===== src/rtl/oka_seq_8bit.sv =====
// 8x8 carry-less multiplier sequencer: three Karatsuba passes over one shared 4-bit OKA core.
// Optional GF(2) multiply-accumulate result register is enabled by defining OKA_SEQ_ACC_EN.
module oka_seq_8bit #(
   parameter int unsigned CORE_LAT = 0
) (
   input  logic        clk,
   input  logic        rst_n,
   input  logic        in_valid,
   output logic        in_ready,
   input  logic [7:0]  in_a,
   input  logic [7:0]  in_b,
   output logic        out_valid,
   input  logic        out_ready,
   output logic [14:0] out_y,
   output logic        busy,
   output logic [3:0]  core_a,
   output logic [3:0]  core_b,
   input  logic [6:0]  core_y
`ifdef OKA_SEQ_ACC_EN
   ,
   input  logic        in_clr
`endif
);

   typedef enum logic [2:0] {
      IDLE,
      PL,
      PH,
      PM,
      DONE
   } state_t;

   localparam logic [1:0] LAST = 2'(CORE_LAT);

   state_t      state, state_nx;
   logic [1:0]  cnt;
   logic [7:0]  a_q, b_q;
   logic [6:0]  pl, ph;
   logic [14:0] y_q;
   logic [14:0] prod;
   logic        accept;
   logic        phase_last;
   logic        in_phase;

`ifdef OKA_SEQ_ACC_EN
   logic        clr_q;
`endif

   assign phase_last = (cnt == LAST);
   assign in_phase   = (state == PL) || (state == PH) || (state == PM);
   assign accept     = in_valid && in_ready;

   // The middle term is folded in straight from core_y on the last PM edge,
   // so it never needs its own register.
   assign prod = {ph, 8'b0} ^ {4'b0, core_y ^ pl ^ ph, 4'b0} ^ {8'b0, pl};

   always_comb begin
      state_nx  = state;
      core_a    = '0;
      core_b    = '0;
      in_ready  = 1'b0;
      out_valid = 1'b0;
      busy      = (state != IDLE);
      case (state)
         IDLE: begin
            in_ready = 1'b1;
            if (in_valid) state_nx = PL;
         end
         PL: begin
            core_a = a_q[3:0];
            core_b = b_q[3:0];
            if (phase_last) state_nx = PH;
         end
         PH: begin
            core_a = a_q[7:4];
            core_b = b_q[7:4];
            if (phase_last) state_nx = PM;
         end
         PM: begin
            core_a = a_q[3:0] ^ a_q[7:4];
            core_b = b_q[3:0] ^ b_q[7:4];
            if (phase_last) state_nx = DONE;
         end
         DONE: begin
            out_valid = 1'b1;
            in_ready  = out_ready;
            if (out_ready) state_nx = in_valid ? PL : IDLE;
         end
         default: state_nx = IDLE;
      endcase
   end

   always_ff @(posedge clk) begin
      if (!rst_n) begin
         state <= IDLE;
         cnt   <= '0;
         a_q   <= '0;
         b_q   <= '0;
         pl    <= '0;
         ph    <= '0;
         y_q   <= '0;
`ifdef OKA_SEQ_ACC_EN
         clr_q <= 1'b0;
`endif
      end else begin
         state <= state_nx;
         if (in_phase && !phase_last) cnt <= cnt + 2'd1;
         else                         cnt <= '0;
         if (accept) begin
            a_q <= in_a;
            b_q <= in_b;
`ifdef OKA_SEQ_ACC_EN
            clr_q <= in_clr;
`endif
         end
         if (state == PL && phase_last) pl <= core_y;
         if (state == PH && phase_last) ph <= core_y;
         if (state == PM && phase_last) begin
`ifdef OKA_SEQ_ACC_EN
            y_q <= (clr_q ? '0 : y_q) ^ prod;
`else
            y_q <= prod;
`endif
         end
      end
   end

   assign out_y = y_q;

endmodule


===== config.mk =====
export PLATFORM = sky130hd
export DESIGN_NAME = oka_seq_8bit
export DESIGN_NICKNAME = d
export VERILOG_FILES = /design/src/rtl/oka_seq_8bit.sv
export SDC_FILE = /design/constraint.sdc
export NUM_CORES = 1
export LEC_CHECK = 0
export ABC_AREA = 0
export ABC_CLOCK_PERIOD_IN_PS = 3700
export CAP_MARGIN = 20
export CORE_MARGIN = 2
export CORE_UTILIZATION = 55
export CTS_BUF_LIST = sky130_fd_sc_hd__clkbuf_4 sky130_fd_sc_hd__clkbuf_8
export CTS_CLUSTER_DIAMETER = 80
export CTS_CLUSTER_SIZE = 14
export DETAILED_ROUTE_END_ITERATION = 10
export GPL_TIMING_DRIVEN = 0
export PLACE_DENSITY = 0.9
export SYNTH_ARGS = -nofsm -noshare
export SYNTH_HDL_FRONTEND = slang
export SYNTH_SLANG_ARGS = --single-unit

===== constraint.sdc =====
create_clock -name clk -period 3.7 [get_ports clk]
set_input_delay 1.11 -clock clk [delete_from_list [all_inputs] [get_ports clk]]
set_output_delay 1.11 -clock clk [all_outputs]
set_load 0.05 [all_outputs]

==> flow_summary.toml <==
[sta]
min_period_ps = 3562
setup-violations-final = 0
report.final.hold_viol_count = 0
finalCritPeriodShare_pct = 96.26
worst_slew_margin_rel_pct = 65.97
pin_slew_with_the_least_headroom_to_its_limit_ps = 508.9
unrepaired_setup_endpoints_after_global_routing = "no"
max_freq_mhz = 280.8
finalMaxSlewViolations = 0
fin_skew_ps = 4.542

[grt]
globalRouteOverflowTotal = 0
first_global_vias = 2013
grt_start_max_net_pins = 15
grt_antenna_before_repair = 0
grt_pass1_wl_um = 9480
global_route.usage.total_pct = 23.75

[setup_path]
critical_path.reg2reg.startpoint = "cnt[0]"
path_max_fanout = 10
cp_data_required_time_ps = 2590
cp_data_arrival_time_ps = 2450
timing.rr.end = "ph[1]"
reg2reg_setup_slack_ps = 2060
end_kind = "primary output"
critical_path.startpoint_type = "register"
setup.worst_path.class = "register to primary output"
worstRegToRegCells = 7

[final_layout]
regArea_um2 = 1001
fillCellCount = 346
postLayoutCoreUtil_pct = 72.38
finalNetCount = 363
fin_area_um2 = 3108
growth_of_design_area_from_synthesis_to_finish_pct = 28.84
antenna_cells = 0
final_cells = 387
multi_input_gate_area_um2 = 1246
drive_above_1_share_pct = 11.34

[clocking]
post-cts-setup-buffers = 0
cts_buffer_depth = 2
htree_levels = 2
tritoncts = "built"
worstSkewPairLatency_ps = 310
cts_hold_buffers = 0
clkTransAtPathRegs_ps = 90
cts.sinks = 50
cts-root-buf = "sky130_fd_sc_hd__clkbuf_8"
cts_buffers = 5

[power_and_ir_drop]
p_comb_share_pct = 30.2
power_density_nw_per_um2 = 461.1
power_switching_mw = 0.4590
pwr-share-clk_pct = 27.5
switching_power_as_a_share_of_total_power_pct = 32.03
vdd.ir_drop.worst_mv = 0.3357
power_frac_seq_pct = 42.3
intPower_mw = 0.9739
p_leak_nw = 1.095

[yosys]
yosys.area.top_type = "sky130_fd_sc_hd__dfxtp_1"
synth-seq-area-share_pct = 41.49
synth_top_family_by_area = "simple AND/OR/NAND/NOR gates"
synth-edff-count = 0
synth_compound_area_share_pct = 16.34
synthSimpleGateAreaFrac_pct = 19.14
synth_mux_area_share_pct = 6.224
dominantRegCellSynth = "sky130_fd_sc_hd__dfxtp_1"
post_synth_inst_count = 276
post_synth_instance_area_um2 = 2412
synth-xor-area-share_pct = 9.440
average_size_of_a_mapped_cell_um2 = 8.740
async_reset_ff_share_pct = 0
synth_area_leaders = "sky130_fd_sc_hd__dfxtp_1 41%, sky130_fd_sc_hd__xnor2_1 9.1%, sky130_fd_sc_hd__a21oi_1 6.4%, sky130_fd_sc_hd__mux2i_1 6.2%, sky130_fd_sc_hd__nand2_1 5.3%"
synthTopCellsByCount = "50 x sky130_fd_sc_hd__dfxtp_1, 34 x sky130_fd_sc_hd__nand2_1, 31 x sky130_fd_sc_hd__a21oi_1"
synth_warnings = 0
ys_ff_latch = 50
post-synth-top-count-cell = "sky130_fd_sc_hd__dfxtp_1"
yosys.area_share.adder_pct = 0.5187
synth_largest_type_area_fraction_pct = 41.49
synth.distinct_cells = 34
postSynthNetCount = 304

[floorplan]
core_area_um2 = 4294
design.die.area_um2 = 4932
io_pins = 53
fp.dieW_um = 70.23
die_h_um = 70.23
placementRows = 24
initial_core_util_pct = 56.18

[place]
dp.final_hpwl_um = 3970
numPortBuffers = 52
placed_cell_area_um2 = 2998
dp_cells = 380
place_congestion = 0.8128

[detailed_routing]
dr.pass1.iters = 4
detailroute.via_count = 2123
routed_wirelength_um = 5642
drc = 0
ant_nets = 0
drt-initial-drc-count = 151
avgViaCountPerCell = 5.486
wl_per_cell_um = 14.58

[worst_hold_path]
timing.hold.worst.class = "register to register"
min_to = "cnt[0]"
timing.hold.worst_path_depth = 1
hold_path.startpoint = "cnt[0]"

[status]
outcome = "finished, final reports clean"

[run]
maxCapViolations = 0
## layout by cell type, fill, tap and decap left out, types with 2 or more instances in the layout
cell,Yosys,layout
sky130_fd_sc_hd__buf_4,2,3
sky130_fd_sc_hd__o31ai_2,9,9
sky130_fd_sc_hd__nand2_1,34,34
sky130_fd_sc_hd__o31ai_1,8,8
sky130_fd_sc_hd__o21ai_0,6,6
sky130_fd_sc_hd__xnor2_1,25,25
sky130_fd_sc_hd__nor2_1,26,26
sky130_fd_sc_hd__a21oi_1,31,31
sky130_fd_sc_hd__nand4_1,16,16
sky130_fd_sc_hd__dfxtp_1,50,50
sky130_fd_sc_hd__or3_1,2,2
sky130_fd_sc_hd__clkbuf_8,0,6
sky130_fd_sc_hd__nand2b_1,3,3
sky130_fd_sc_hd__mux2i_1,15,15
sky130_fd_sc_hd__clkbuf_1,9,9
sky130_fd_sc_hd__nor3_1,2,2
sky130_fd_sc_hd__inv_1,5,5
sky130_fd_sc_hd__clkdlybuf4s50_1,0,51
sky130_fd_sc_hd__buf_6,3,3
sky130_fd_sc_hd__nor2b_1,2,2
sky130_fd_sc_hd__and4bb_2,2,2
sky130_fd_sc_hd__buf_2,12,12
## stage by stage
| step | power, mW | setup TNS [ps] | hold WS (ps) | setup slack (ps) |
|---|---|---|---|---|
| final | 1.433 | 0 | 430.1 | 138.3 |
| after floorplan | 0.9261 | 0 | 400.4 | 451.0 |
| after global routing | 1.494 | 0 | 460.9 | 20.49 |
| after global placement | 1.041 | -366.0 | 413.7 | -366.0 |
| after CTS | 1.440 | 0 | 433.8 | 19.40 |
| after detailed placement | 1.050 | -381.2 | 421.2 | -381.2 |
## worst max path at each step
| stage | start | endpoint | slack [ps] | cells past startpoint |
|---|---|---|---|---|
| finish | state[0] | core_a[2] | 140 | 6 |
| global route | state[0] | core_a[1] | 20 | 6 |
| CTS | out_ready | in_ready | 20 | 6 |
| detailed placement | out_ready | in_ready | -380 | 6 |
| global placement | out_ready | in_ready | -370 | 6 |
| floorplan | out_ready | in_ready | 450 | 4 |
## registers in the layout, indices dropped and copies added, names as in the netlist
register	cells
a_q	8
b_q	8
cnt	2
out_y	15
ph	7
pl	7
state	3
## logic make-up (layout without fill, tap and decap cells)
logic type | count (synthesis) | after routing
fa+ha+maj | 1 | 1
buf+inv | 32 | 91
mux | 15 | 15
simple gates | 94 | 94
flops | 50 | 50
compound gates | 58 | 58
xor+xnor | 26 | 26
## cell type report
type | count | share of cell area, %
flip-flops and latches | 50 | 32.21
clock inverters | 1 | 0.9662
clock buffers | 6 | 2.657
multi-input cells | 194 | 40.10
repair buffers | 52 | 16.59
inverters | 5 | 0.6039
well taps | 52 | 2.093
plain buffers | 27 | 4.791
## power groups by stage
stage	logic, mW	registers (mW)	clock network [mW]
finish	0.432	0.607	0.394
global route	0.466	0.612	0.416
CTS	0.434	0.607	0.400
detailed placement	0.431	0.619	0
global placement	0.425	0.616	0
floorplan	0.296	0.630	0
## layer usage
layer	GRT usage [%]	routed length [um]	vias to the layer above
li1	-	-	1062
met3	4.473	307	6
met4	7.051	58	0
met1	30.02	2482	990
met2	40.99	2793	65
met5	0	0	-
## timing repair
| item | in CTS | in global routing |
|---|---|---|
| setup endpoints to repair | 1 | 1 |
| resized for setup | 3 | 4 |
| pin swaps | 0 | 0 |
## critical path, stage by stage, from the launching register on
cell                              delay, ps
sky130_fd_sc_hd__dfxtp_1                340
sky130_fd_sc_hd__buf_2                  200
sky130_fd_sc_hd__buf_1                  400
sky130_fd_sc_hd__nand2_1                140
sky130_fd_sc_hd__xnor2_1                150
sky130_fd_sc_hd__nor2_1                 100
sky130_fd_sc_hd__clkdlybuf4s50_1        810
Note: power is estimated with default switching activity, not from simulation.
